**src/rtl/quad_pkg.sv**
```systemverilog
// Shared constants, types and helpers for the quad_feeder slot driver.
package quad_pkg;

  localparam int unsigned SLOT_LEN = 20;
  localparam int unsigned WORDS    = 5;
  localparam int unsigned PA_LEAD  = 2;
  localparam int unsigned PIPE_LAT = 83;
  localparam int unsigned HIST     = 4;
  localparam int unsigned MSG_W    = WORDS * 32;

  typedef logic [31:0] word_t;
  // Index WORDS-1 is the E word (message bits [159:128]), sent first.
  typedef word_t [WORDS-1:0] msg_t;
  typedef logic [4:0] slot_t;

  localparam slot_t LAST_SLOT       = slot_t'(SLOT_LEN - 1);
  localparam slot_t FIRST_WORD_SLOT = slot_t'(PA_LEAD);
  localparam slot_t LAST_WORD_SLOT  = slot_t'(PA_LEAD + WORDS - 1);
  // Slot offset at which the first result word of a slot leaves the pipeline.
  localparam slot_t RES_SLOT        = slot_t'((PA_LEAD + PIPE_LAT) % SLOT_LEN);

  function automatic word_t slot_word(input msg_t m, input logic [2:0] idx);
    return m[3'(WORDS - 1) - idx];
  endfunction

endpackage

```
**src/rtl/quad_feeder_fifo.sv**
```systemverilog
// Synchronous FIFO holding pending messages; ready is registered from occupancy.
module quad_feeder_fifo #(
  parameter int unsigned DEPTH = 2,
  parameter int unsigned Width = 160
) (
  input  logic             clk,
  input  logic             rst_n,
  input  logic             push_i,
  input  logic [Width-1:0] data_i,
  output logic             ready_o,
  input  logic             pop_i,
  output logic [Width-1:0] data_o,
  output logic             empty_o
);

  localparam int unsigned PtrW = (DEPTH > 1) ? $clog2(DEPTH) : 1;
  localparam int unsigned CntW = $clog2(DEPTH + 1);

  logic [Width-1:0] mem_q [DEPTH];
  logic [PtrW-1:0]  wr_ptr_q, wr_ptr_d, rd_ptr_q, rd_ptr_d;
  logic [CntW-1:0]  count_q, count_d;
  logic             ready_q, ready_d;
  logic             do_push, do_pop;

  function automatic logic [PtrW-1:0] ptr_inc(input logic [PtrW-1:0] p);
    return (p == PtrW'(DEPTH - 1)) ? '0 : p + 1'b1;
  endfunction

  assign empty_o = (count_q == '0);
  assign do_push = push_i & ready_q;
  assign do_pop  = pop_i & ~empty_o;
  assign data_o  = mem_q[rd_ptr_q];
  assign ready_o = ready_q;

  always_comb begin
    wr_ptr_d = do_push ? ptr_inc(wr_ptr_q) : wr_ptr_q;
    rd_ptr_d = do_pop ? ptr_inc(rd_ptr_q) : rd_ptr_q;
    count_d  = count_q + CntW'(do_push) - CntW'(do_pop);
    // Next-cycle ready reflects only the registered occupancy.
    ready_d  = (count_d != CntW'(DEPTH));
  end

  always_ff @(posedge clk or negedge rst_n) begin
    if (!rst_n) begin
      wr_ptr_q <= '0;
      rd_ptr_q <= '0;
      count_q  <= '0;
      ready_q  <= 1'b0;
    end else begin
      wr_ptr_q <= wr_ptr_d;
      rd_ptr_q <= rd_ptr_d;
      count_q  <= count_d;
      ready_q  <= ready_d;
    end
  end

  always_ff @(posedge clk) begin
    if (do_push) begin
      mem_q[wr_ptr_q] <= data_i;
    end
  end

endmodule

```
**src/rtl/quad_feeder.sv**
```systemverilog
// Slot driver for the four-way interleaved hash pipeline.
// Define QUAD_FEEDER_TAG_EN to carry user tags through to res_tag_o.
module quad_feeder
  import quad_pkg::*;
#(
  parameter int unsigned DEPTH = 2,
  parameter int unsigned TAG_W = 8
) (
  input  logic             clk,
  input  logic             rst_n,
  input  logic             in_valid_i,
  output logic             in_ready_o,
  input  logic [159:0]     in_data_i,
  input  logic [TAG_W-1:0] in_tag_i,
  output logic             phase_advance_o,
  output logic [31:0]      din_o,
  output logic             res_valid_o,
  output logic [TAG_W-1:0] res_tag_o
);

`ifdef QUAD_FEEDER_TAG_EN
  localparam int unsigned EntryW = TAG_W + MSG_W;
`else
  localparam int unsigned EntryW = MSG_W;
`endif

  slot_t             s_q, s_d;
  logic              slot_start;
  logic              fifo_empty;
  logic [EntryW-1:0] fifo_wdata, fifo_rdata;
  msg_t              slot_msg_q, slot_msg_d;
  logic              slot_vld_q, slot_vld_d;
  logic [HIST-1:0]   hist_vld_q, hist_vld_d;
  logic              pa_q;
  word_t             din_q, din_d;
  logic              res_vld_q, res_vld_d;

  quad_feeder_fifo #(
    .DEPTH (DEPTH),
    .Width (EntryW)
  ) u_fifo (
    .clk     (clk),
    .rst_n   (rst_n),
    .push_i  (in_valid_i),
    .data_i  (fifo_wdata),
    .ready_o (in_ready_o),
    .pop_i   (slot_start),
    .data_o  (fifo_rdata),
    .empty_o (fifo_empty)
  );

  always_comb begin
    s_d        = (s_q == LAST_SLOT) ? '0 : s_q + 1'b1;
    slot_start = (s_d == '0);
    slot_msg_d = slot_msg_q;
    slot_vld_d = slot_vld_q;
    hist_vld_d = hist_vld_q;
    if (slot_start) begin
      slot_vld_d = ~fifo_empty;
      slot_msg_d = msg_t'(fifo_rdata[MSG_W-1:0]);
      hist_vld_d = {hist_vld_q[HIST-2:0], slot_vld_q};
    end
    din_d = '0;
    if (slot_vld_q && s_d >= FIRST_WORD_SLOT && s_d <= LAST_WORD_SLOT) begin
      din_d = slot_word(slot_msg_q, 3'(s_d - FIRST_WORD_SLOT));
    end
    // Oldest history entry is the slot issued four slots before the current one.
    res_vld_d = (s_d == RES_SLOT) && hist_vld_q[HIST-1];
  end

  always_ff @(posedge clk or negedge rst_n) begin
    if (!rst_n) begin
      s_q        <= LAST_SLOT;
      slot_msg_q <= '0;
      slot_vld_q <= 1'b0;
      hist_vld_q <= '0;
      pa_q       <= 1'b0;
      din_q      <= '0;
      res_vld_q  <= 1'b0;
    end else begin
      s_q        <= s_d;
      slot_msg_q <= slot_msg_d;
      slot_vld_q <= slot_vld_d;
      hist_vld_q <= hist_vld_d;
      pa_q       <= slot_start;
      din_q      <= din_d;
      res_vld_q  <= res_vld_d;
    end
  end

  assign phase_advance_o = pa_q;
  assign din_o           = din_q;
  assign res_valid_o     = res_vld_q;

`ifdef QUAD_FEEDER_TAG_EN
  logic [TAG_W-1:0]            slot_tag_q, slot_tag_d;
  logic [HIST-1:0][TAG_W-1:0]  hist_tag_q, hist_tag_d;
  logic [TAG_W-1:0]            res_tag_q, res_tag_d;

  assign fifo_wdata = {in_tag_i, in_data_i};

  always_comb begin
    slot_tag_d = slot_tag_q;
    hist_tag_d = hist_tag_q;
    if (slot_start) begin
      slot_tag_d = fifo_rdata[EntryW-1 -: TAG_W];
      hist_tag_d = {hist_tag_q[HIST-2:0], slot_tag_q};
    end
    res_tag_d = res_vld_d ? hist_tag_q[HIST-1] : res_tag_q;
  end

  always_ff @(posedge clk or negedge rst_n) begin
    if (!rst_n) begin
      slot_tag_q <= '0;
      hist_tag_q <= '0;
      res_tag_q  <= '0;
    end else begin
      slot_tag_q <= slot_tag_d;
      hist_tag_q <= hist_tag_d;
      res_tag_q  <= res_tag_d;
    end
  end

  assign res_tag_o = res_tag_q;
`else
  logic unused_tag;

  assign fifo_wdata = in_data_i;
  assign unused_tag = ^in_tag_i;
  assign res_tag_o  = '0;
`endif

endmodule

```
**config.mk**
```make
export PLATFORM = sky130hd
export DESIGN_NAME = quad_feeder
export DESIGN_NICKNAME = d
export VERILOG_FILES = /design/src/rtl/quad_pkg.sv /design/src/rtl/quad_feeder_fifo.sv /design/src/rtl/quad_feeder.sv
export SDC_FILE = /design/constraint.sdc
export NUM_CORES = 1
export LEC_CHECK = 0
export BUFFER_PORTS_ARGS = -buffer_cell sky130_fd_sc_hd__buf_4
export CAP_MARGIN = 20
export CORE_MARGIN = 2
export CORE_UTILIZATION = 55
export CTS_BUF_LIST = sky130_fd_sc_hd__clkbuf_4
export CTS_CLUSTER_SIZE = 12
export DETAILED_ROUTE_END_ITERATION = 8
export PLACE_DENSITY_LB_ADDON = 0.15
export SLEW_MARGIN = 5
export SYNTH_ARGS = -nofsm -noshare
export SYNTH_HDL_FRONTEND = slang
export SYNTH_SLANG_ARGS = --single-unit
```
**constraint.sdc**
```tcl
create_clock -name clk -period 7.91 [get_ports clk]
set_input_delay 0.791 -clock clk [delete_from_list [all_inputs] [get_ports clk]]
set_output_delay 0.791 -clock clk [all_outputs]
set_load 0.02 [all_outputs]
```
## Yosys cells after proc, flatten, opt, wreduce, memory -nomap -nowiden

Memory sizes are Yosys's and may differ from the RTL's. A register that Yosys moved wholly into a read port is not among the register bits.
Index checks and enable logic that the tools add are counted.

| storage, ports and cells | value |
|---|---|
| flip-flop bits (word level) | 49 |
| word-level logic and storage cells | 41 |
| memories | 1 |
| memory bits (writable) | 320 |
| bits of input ports | 171 |
| output and inout port bits | 43 |

Memory list:

| name | depth | width | read ports | clocked after Yosys merged registers in | write ports | RTL line | source |
|---|---|---|---|---|---|---|---|
| u_fifo.mem_q | 2 | 160 | 1 | 1 | 1 | quad_feeder_fifo.sv:19 | `logic [Width-1:0] mem_q [DEPTH];` |

| cells by class | value |
|---|---|
| equal/unequal tests | 3 |
| reductions and logical operators | 6 |
| mux-type cells | 8 |
| magnitude comparators | 3 |
| bitwise operators | 3 |
| add/sub/neg operators | 7 |

Operators by type and width:

| operator | number |
|---|---|
| 32-bit binary-select mux with 3-bit select | 1 |
| 32-bit 2-to-1 mux | 2 |
| 5-bit by 1-bit adder with 5-bit output (second input constant) | 1 |
| 5-bit by 3-bit equality test with 1-bit output (second input constant) | 1 |
| 5-bit equality test (second input constant) | 1 |
| 5-bit by 2-bit >= comparator with 1-bit output (second input constant) | 1 |
| 5-bit by 3-bit less-or-equal comparator with 1-bit output (second input constant) | 1 |
| 5-bit zero test | 1 |
| 5-bit 2-to-1 mux | 1 |
| 3-bit by 4-bit less-than comparator with 1-bit output (second input constant) | 1 |
| 1-bit 2-to-1 mux | 4 |
| 1-bit logical AND | 3 |
| 3-bit by 2-bit subtractor with 3-bit output (second input constant) | 1 |
| 3-bit subtractor (first input constant) | 1 |
| 1-bit adder (second input constant) | 2 |
| 2-bit by 1-bit adder with 2-bit output | 1 |
| 1-bit AND | 2 |
| 2-bit zero test | 1 |
| 2-bit != test (second input constant) | 1 |
| 2-bit by 1-bit subtractor with 2-bit output | 1 |
| 1-bit zero test | 1 |
| 1-bit NOT | 1 |

## Longest topological paths before layout

Gate-level depths: netlist of the first run.

| depth | value |
|---|---|
| depth after elaboration | 7 |
| gate-level depth with buffers | 12 |
| gate-level depth less buffers | 11 |

## Hierarchy

From an unflattened synthesis of the first run, not the netlist that was laid out.

| second synthesis, totals | value |
|---|---|
| cell total of the unflattened synthesis | 1102 |
| area total of the unflattened synthesis | 21445.6 um^2 |

By module, submodules not included:

| module | area each (um^2) | times used | cells each |
|---|---|---|---|
| quad_feeder_fifo | 12141.6 | 1 | 518 |
| quad_feeder | 9303.9 | 1 | 584 |

## Least setup slack after synthesis of the first run

No wires, ideal clock.

| timing | value |
|---|---|
| kind | input -> register |
| start | in in_valid_i |
| end | mem u_fifo.mem_q[0][0] (enable) |
| setup time | 682 ps |
| stages on the path | 2 |
| data arrival time | 7533 ps |
| required time | 7228 ps |
| setup slack | -306 ps |
| cell sequence | nand2_1 -> nor2_1 |

| between the ends | value |
|---|---|
| word-level cells in the longest chain between the ends | 3 |

RTL lines:

| item | RTL line | source |
|---|---|---|
| from (decl) | quad_feeder.sv:11 | `input logic in_valid_i,` |
| 1-bit AND | quad_feeder_fifo.sv:30 | `assign do_push = push_i & ready_q;` |
| 1-bit 2-to-1 mux | quad_feeder_fifo.sv:58 | `if (do_push) begin` |
| 1-bit 2-to-1 mux (implied by the code) | quad_feeder_fifo.sv:59 | `mem_q[wr_ptr_q] <= data_i;` |
| to (decl) | quad_feeder_fifo.sv:19 |  |

Every way passes these cells.

## Worst setup path in the final report of the first run

| timing | value |
|---|---|
| start | reg s_q[1] |
| end | reg slot_msg_q[117] (netlist name) (read register of u_fifo.mem_q) |

| between the ends | value |
|---|---|
| word-level cells in the longest chain between the ends | 3 |

RTL lines:

| item | RTL line | source |
|---|---|---|
| from (decl) | quad_feeder.sv:27 | `slot_t s_q, s_d;` |
| from (signal assigned) | quad_feeder.sv:73 | `s_q <= LAST_SLOT;` |
| from (signal assigned) | quad_feeder.sv:81 | `s_q <= s_d;` |
| 5-bit by 1-bit adder with 5-bit output / 5-bit equality test (equally long branches) | quad_feeder.sv:53 | `s_d = (s_q == LAST_SLOT) ? '0 : s_q + 1'b1;` |
| 5-bit 2-to-1 mux * | quad_feeder.sv:53 |  |
| 5-bit zero test * | quad_feeder.sv:54 | `slot_start = (s_d == '0);` |
| to (decl) | quad_feeder.sv:31 | `msg_t slot_msg_q, slot_msg_d;` |

Mark *: on every way between the ends. The rest lies on a longest branch, timed or not.
A chain may end at the register's enable or synchronous reset.

==> results.ini, run 1 <==
[run_status]
status=complete, no violations

[synthesis]
async_flop_share_pct=39.5
ys.flop_type=edfxtp_1
synth-seq-area-share_pct=73.0
syn_inst=1392
synth_area_um2=20300
netlist-cell-type-count=43
netlist.area_leader.share_pct=47.3
synth_edf_count=320
syn_area_per_cell_um2=14.6
ys_seq_elements=529
synth_top_area_cell=edfxtp_1
ys_top_cells_by_area=edfxtp_1, dfrtp_1, mux2i_1
yosys_warnings=0

[drt]
drc=0
wire_per_inst_um=19.6
first_pass_iters=5
wl_um=43900
antenna_left=0
vias_per_cell=5.36
drtIter0Drc=766
vias=12000

[clock_network]
clk_latency_ns=0.78
clock-root-buffer=clkbuf_4
cts_inserted_buffers=135
cts-resized-gates=0
holdBufCountCts=0
h-tree-depth=4
tritoncts=done
cts_buffer_depth=3
postCtsSetupBuffers=0
clock_sinks=529
path_clk_slew_ns=0.08

[sta]
finClkSkew_ns=0.0361
rsz0062_at_grt=false
setup_tns_ns=0
final-hold-violation-count=0
drv_slew=0
finalCriticalPeriod_ns=4.10
relSlewSlack_pct=32.2
fin_ws_ns=3.81
final-setup-viol-count=0
worst_slew_pin_slew_ns=1.02
fmax_mhz=244
period_share_pct=51.8

[critical_path]
arrival_ns=4.77
path_max_fanout=97
start_kind=flip-flop
endpoint_kind=flip-flop
reg2reg_slack_ns=3.81
crit_type=flip-flop to flip-flop
worstPathRequired_ns=8.59

[global_route]
grt_pass1_wl_um=66900
antenna_found_initial=6
grt_max_degree=104
overflow=0
track_usage_pct=23.3
grt_pass1_vias=12100

[power]
swShare_pct=28.2
comb_power_share_pct=18.5
p_leak_nw=9.69
p_int_w=0.00545
switchingPower_w=0.00215
p_seq_share_pct=51.7
p_per_area_nw_per_um2=319
p_clk_share_pct=29.8
vdd.ir_drop.worst_uv=165

[min_path]
hp-class=input pin to async pin

[final_layout]
syn_to_final_growth_pct=17.2
nets=1836
nFillCells=2752
layout-drive-gt1-share_pct=30.4

[placed_design]
place.gp.congestion=0.845
place_ws_ns=3.86
hpwl_um=27200
port_buffers=197

[die]
core-area_um2=36500
io_pins=214
initial_core_util_pct=55.7
die_x_um=196
die_h_um=196
fp-row-count=70
die_area_um2=38500

[job]
maxCapViolations=0

power groups by stage:
stage               logic (W)  registers, W  clock network, W
floorplan             0.00102       0.00393                 0
global placement      0.00140       0.00396                 0
detailed placement    0.00144       0.00398                 0
CTS                   0.00144       0.00393           0.00233
global route          0.00155       0.00400           0.00247
finish                0.00141       0.00393           0.00226
layer usage:
metal  GRT usage, %  part of all wire, %  up-vias
met3           6.31                  6.2       69
met2           37.3                   50      366
met1           30.0                   42     5876
met5              0                0.021        -
met4           10.4                  2.4        2
li1               -                    -     5661
layout make-up:
cell class / instances / area (um^2) / area share, %
timing repair buffer: 215 / 1650 / 6.91
tap: 468 / 586 / 2.46
inverter: 11 / 46.3 / 0.194
clock inverter: 27 / 108 / 0.452
clock buffer: 214 / 1610 / 6.74
multi-input combinational: 766 / 4980 / 20.9
antenna: 5 / 12.5 / 0.0525
sequential: 529 / 14800 / 62.3
synth_stat cells (all sizes together) (2+ instances only):
master and count:
clkbuf 24, mux2i 160, nand2b 5, inv 10
nor2b 3, xor2 2, a21oi 195, ha 7
dfstp 3, nand2 67, edfxtp 320, nand3 66
dfrtp 206, xnor2 5, o21ai 6, buf 69
a31o 32, mux2 35, nor2 163
sequential cells by signal, indices dropped and copies added (netlist names):
register,flops
u_fifo.wr_ptr_q,1
s_q,5
u_fifo.count_q,2
u_fifo.rd_ptr_q,1
u_fifo.ready_o,1
din_o,32
u_fifo.mem_q,320
phase_advance_o,1
res_valid_o,1
slot_msg_q,160
slot_vld_q,1
hist_vld_q,4
cells by family after synthesis:
family | Yosys count | synth area share [%]
flops | 529 | 73.0
xor+xnor | 7 | 0.394
other cells | 1 | 0.0184
compound gates | 239 | 7.18
mux | 195 | 9.82
simple gates | 310 | 6.36
buf+inv | 104 | 2.78
fa+ha+maj | 7 | 0.431
per-stage QoR:
stage	cell area, um^2	std cells	util [%]	hold WS (ns)	total power (W)
6_report	23800	2235	65.3	0.0626	0.00760
5_1_grt	23800	2233	65.2	0.0551	0.00802
4_1_cts	23800	2230	65.2	0.0185	0.00771
3_5_place_dp	22100	1989	60.5	0.491	0.00542
3_3_place_gp	22100	1988	60.5	0.484	0.00536
2_1_floorplan	20400	1399	-	0.467	0.00496
critical path: stages, from the launching register on:
cell and delay, ns:
dfstp_2 0.59, ha_1 0.29, nor2b_1 0.07, o21ai_0 0.31, o2111a_4 0.69, buf_4 0.80, buf_4 0.84, nor2_1 0.11
a21oi_1 0.18
path summary, 6_finish.rpt:
kind / startpoint / cells past startpoint / end
setup reg to reg: s_q[1] / 8 / slot_msg_q[117]
min in group clk: in_data_i[128] / 1 / u_fifo.mem_q[1][128]
max in group asynchronous: rst_n / 2 / u_fifo.rd_ptr_q
setup / recovery: s_q[1] / 8 / slot_msg_q[117]
hold / removal: rst_n / 1 / slot_msg_q[35]
hold reg to reg: hist_vld_q[1] / 1 / hist_vld_q[1]
cells in the final DEF, fill, tap and decap left out, types with 7 or more instances in the layout:
cell type / synthesis / layout
edfxtp_1: 320 / 320
clkbuf_4: 0 / 214
buf_4: 18 / 212
dfrtp_1: 206 / 205
a21oi_1: 164 / 164
mux2i_1: 160 / 160
nor2_1: 162 / 160
nand2_1: 67 / 67
nand3_1: 66 / 66
mux2_2: 35 / 35
a21oi_2: 30 / 30
clkinv_1: 1 / 22
a31o_2: 21 / 21
a31o_1: 11 / 11
inv_1: 8 / 8
conb_1: 1 / 8
ha_1: 7 / 7
Power figures use the tool's default switching activity.
==> inputs of run 2 (changes only) <==
- clock period: 7.91 -> 3.5 ns (I/O delays scaled with it)
==> results.ini, run 2 (same netlist as run 1, synthesis figures left out) <==
[global_route]
busiest_layer=met2
overflow=0
antenna_found_initial=6
grt_pass1_vias=13400
use_met3_pct=5.60
track_usage_pct=24.9
grt_util_met2_pct=41.1
grt_max_degree=129
gr-usage-met1_pct=32.3
grt_pass1_wl_um=72600

[final_layout]
regMostFlops=u_fifo.mem_q
nFillCells=2523
nets=2012
layout-drive-gt1-share_pct=28.7
mostFrequentLayoutCells=edfxtp_1, clkbuf_4, buf_4
final_cell_area_um2=25800
syn_to_final_growth_pct=26.7
final_common_cell=edfxtp_1
largest_reg_flops=320

[job]
maxCapViolations=0

[critical_path]
endpoint_kind=flip-flop
cp_num_cells=8
critPathTopFamily=XOR/XNOR gates
crit_slowest_cell=xnor2_4
crit_type=flip-flop to flip-flop
start_kind=flip-flop
reg2reg_to=din_o[2]
critical_path_buf_inv_count=2
r2r_cells=8
crit_start=s_q[0]
r2r-start=s_q[0]
reg2reg_slack_ns=0.61
worstPathRequired_ns=4.21
crit_end=din_o[2]
crit_chain=ha_1, nor2b_1, a21oi_4, inv_2, xnor2_4, buf_4, nand3_1, a21oi_2
cpPeakStageDelay_ns=0.83
path_max_fanout=29
arrival_ns=3.60

[drt]
vias_per_cell=5.29
wire_per_inst_um=19.3
drtIter0Drc=785
first_pass_iters=5
vias=12800
drc=0
wl_um=46600
antenna_left=0

[power]
p_seq_share_pct=50.3
switchingPower_w=0.00503
p_leak_nw=10.5
p_int_w=0.0128
p_clk_share_pct=30.8
p_per_area_nw_per_um2=693
comb_power_share_pct=18.9
vdd.ir_drop.worst_uv=374
swShare_pct=28.2

[clock_network]
clock-root-buffer=clkbuf_4
holdBufCountCts=162
clk_latency_ns=0.79
cts_buffer_depth=3
clock_sinks=529
h-tree-depth=4
cts_inserted_buffers=136
cts-resized-gates=0
tritoncts=done
path_clk_slew_ns=0.06
postCtsSetupBuffers=0

[sta]
final-hold-violation-count=0
drv_slew=0
finClkSkew_ns=0.0394
setup_tns_ns=0
worst_slew_pin_slew_ns=1.06
finalCriticalPeriod_ns=2.89
fmax_mhz=346
period_share_pct=82.6
rsz0062_at_grt=false
final-setup-viol-count=0
relSlewSlack_pct=29.7

[placed_design]
port_buffers=197
hpwl_um=27700
place.gp.congestion=0.822
place_area_um2=22300

[die]
core-area_um2=36500
io_pins=214
die_h_um=196
fp-row-count=70
initial_core_util_pct=55.7
die_area_um2=38500
die_x_um=196

[run_status]
status=complete, no violations

[min_path]
hp-class=input pin to async pin

==> run 2: layout make-up <==
class	count	area, um^2	share of cell area, %
diodes	2	5.00	0.0194
clock buffers	221	1660	6.44
clock inverters	27	180	0.700
inverters	11	46.3	0.180
multi-input cells	766	4980	19.3
flip-flops and latches	529	14800	57.6
well taps	468	586	2.27
repair buffers	390	3450	13.4
==> run 2: metrics by stage <==
| step | std cells | setup WS (ns) | util (%) | total power (W) | hold slack, ns |
|---|---|---|---|---|---|
| 3_5_place_dp | 2002 | 0.613 | 61.0 | 0.0124 | 0.480 |
| 3_3_place_gp | 2002 | 0.678 | 61.0 | 0.0122 | 0.475 |
| 2_1_floorplan | 1399 | 0.0757 | - | 0.0111 | 0.0544 |
| 6_report | 2414 | 0.609 | 70.5 | 0.0179 | 0.226 |
| 4_1_cts | 2412 | 0.614 | 70.5 | 0.0180 | 0.191 |
| 5_1_grt | 2414 | 0.390 | 70.5 | 0.0188 | 0.210 |
==> run 2: power by group through the flow <==
stage | Combinational, W | Clock, W | Sequential, W
after global placement | 0.00322 | 0 | 0.00903
after global routing | 0.00374 | 0.00598 | 0.00911
after floorplan | 0.00231 | 0 | 0.00882
after CTS | 0.00344 | 0.00562 | 0.00897
after detailed placement | 0.00327 | 0 | 0.00908
final | 0.00338 | 0.00550 | 0.00897
==> run 2: per-layer routing <==
layer	routed length [um]	vias up
li1	-	6011
met1	19900	6318
met2	23300	360
met3	2250	78
met4	1050	8
met5	48	-
==> run 2: worst min-delay path by stage <==
stage                        start                    to  cells past startpoint  slack (ns)
global placement             rst_n        slot_msg_q[35]                      1        0.48
CTS                          rst_n        slot_msg_q[34]                      2        0.19
finish                       rst_n        slot_msg_q[34]                      2        0.23
global route        in_data_i[105]  u_fifo.mem_q[1][105]                      2        0.21
detailed placement           rst_n       slot_msg_q[133]                      1        0.48
floorplan                    rst_n              din_o[0]                      0        0.05
==> run 2: worst register-to-register path, cell delays in order, from the launching register on <==
cell and delay, ns:
dfstp_2 0.60, ha_1 0.30, nor2b_1 0.11, a21oi_4 0.21
inv_2 0.11, xnor2_4 0.83, buf_4 0.40, nand3_1 0.14
a21oi_2 0.15
==> inputs of run 3 (changes only) <==
- clock period: 3.5 -> 2.4 ns (I/O delays scaled with it)
==> results.ini, run 3 (same netlist as run 1, synthesis figures left out) <==
[run_status]
status=complete, no violations

[final_layout]
syn_to_final_growth_pct=27.5
nets=2022
layout-drive-gt1-share_pct=29.1
mostFrequentLayoutCells=edfxtp_1, buf_4, clkbuf_4
regMostFlops=u_fifo.mem_q
final_common_cell=edfxtp_1
nFillCells=2500
largest_reg_flops=320

[critical_path]
r2r-start=s_q[4]
path_max_fanout=7
critical_path_buf_inv_count=1
endpoint_kind=flip-flop
worstPathRequired_ns=3.05
crit_chain=nor2b_1, o21ai_2, o2111a_4, o21a_1, ha_1, inv_1, ha_2, xnor2_2, xnor2_2, nand2b_1
crit_type=flip-flop to flip-flop
start_kind=flip-flop
critPathTopFamily=flip-flops
cpPeakStageDelay_ns=0.62
crit_slowest_cell=dfstp_2
cpMostUsedCell=xnor2_2
arrival_ns=3.01
crit_start=s_q[4]

[drt]
drc=0
antenna_left=0
drtIter0Drc=751
wire_per_inst_um=19.7
wl_um=47700
vias=12800
first_pass_iters=5
vias_per_cell=5.28

[die]
die_area_um2=38500
die_h_um=196
die_x_um=196
core-area_um2=36500
io_pins=214
fp-row-count=70
initial_core_util_pct=55.7

[sta]
finalCriticalPeriod_ns=2.36
setup_tns_ns=0
period_share_pct=98.3
worst_slew_pin_slew_ns=0.688
drv_slew=0
finClkSkew_ns=0.0327
final-setup-viol-count=0
final-hold-violation-count=0
relSlewSlack_pct=54.1
fmax_mhz=424

[clock_network]
clock-root-buffer=clkbuf_4
clk_latency_ns=0.77
path_clk_slew_ns=0.08
tritoncts=done
cts_inserted_buffers=134
h-tree-depth=4
cts_buffer_depth=3
clock_sinks=529

[power]
vdd.ir_drop.worst_uv=666
p_leak_nw=10.6
p_per_area_nw_per_um2=986
fin_total_pwr_w=0.0256

[global_route]
overflow=0
grt_pass1_vias=13700
antenna_found_initial=9
grt_pass1_wl_um=73600
track_usage_pct=25.4
grt_max_degree=118

[placed_design]
place.gp.congestion=0.834
hpwl_um=28400
port_buffers=197

[job]
maxCapViolations=0

[min_path]
holdCritStartpoint=in_data_i[105]
hp-class=input pin to flip-flop

-- run 3: changes by cell type in the layout (fill, tap and decap cells not counted), sizes merged --
cell         before  now
buf             228  239
bufinv            3    1
clkbuf          221  211
clkinv           20   25
diode             2    5
dlygate4sd3     162  163
inv              15   12
-- run 3: cell type report --
class / instances / area, um^2 / area share, %
Sequential cell: 529 / 14800 / 57.3
Clock buffer: 211 / 1580 / 6.11
Tap cell: 468 / 586 / 2.26
Timing Repair Buffer: 402 / 3670 / 14.2
Clock inverter: 27 / 131 / 0.507
Antenna cell: 5 / 12.5 / 0.0483
Multi-Input combinational cell: 766 / 5050 / 19.5
Inverter: 11 / 46.3 / 0.179
-- run 3: worst paths after layout --
check	end	slack [ns]	depth (start not counted)
min reg2reg	hist_vld_q[3]	0.48	1
max reg2reg	u_fifo.ready_o	0.04	10
min	u_fifo.mem_q[1][105]	0.19	2
min in group asynchronous	s_q[4]	0.59	3
max	u_fifo.ready_o	0.04	10
max in group asynchronous	slot_msg_q[55]	1.33	4
-- run 3: power by group --
part | leakage, nW | switching, W | total (W) | internal, W
clock | 1.04 | 0.00345 | 0.00754 | 0.00409
combinational | 4.05 | 0.00280 | 0.00498 | 0.00218
sequential | 5.48 | 0.00101 | 0.0130 | 0.0120
total | 10.6 | 0.00726 | 0.0256 | 0.0183
-- run 3: through the flow --
step | area, um^2 | setup slack, ns | hold WS [ns] | util (%) | std cells
2_1_floorplan | 20400 | -0.904 | -0.0556 | - | 1399
3_3_place_gp | 22500 | 0.0389 | 0.148 | 61.6 | 2009
3_5_place_dp | 22500 | -0.0903 | 0.148 | 61.6 | 2009
4_1_cts | 25900 | 0.00754 | 0.114 | 70.8 | 2411
5_1_grt | 25900 | -0.0582 | 0.115 | 71.0 | 2418
6_report | 25900 | 0.0398 | 0.189 | 71.0 | 2419
-- run 3: what timing repair did --
item                                   in CTS  in global routing
buffers inserted                            0                  3
pin swaps                                   0                  4
hold buffers                              164                  0
resized for setup                           2                  6
setup endpoints to repair                   1                 37
endpoints found under the hold margin     533                  0
-- run 3: metal layers --
layer / GRT usage, % / up-vias / part of all wire [%]
met1: 31.6 / 6268 / 41
met2: 42.7 / 384 / 51
met5: 0 / - / 0.10
li1: - / 6028 / -
met4: 10.6 / 8 / 2.7
met3: 6.57 / 93 / 5.6
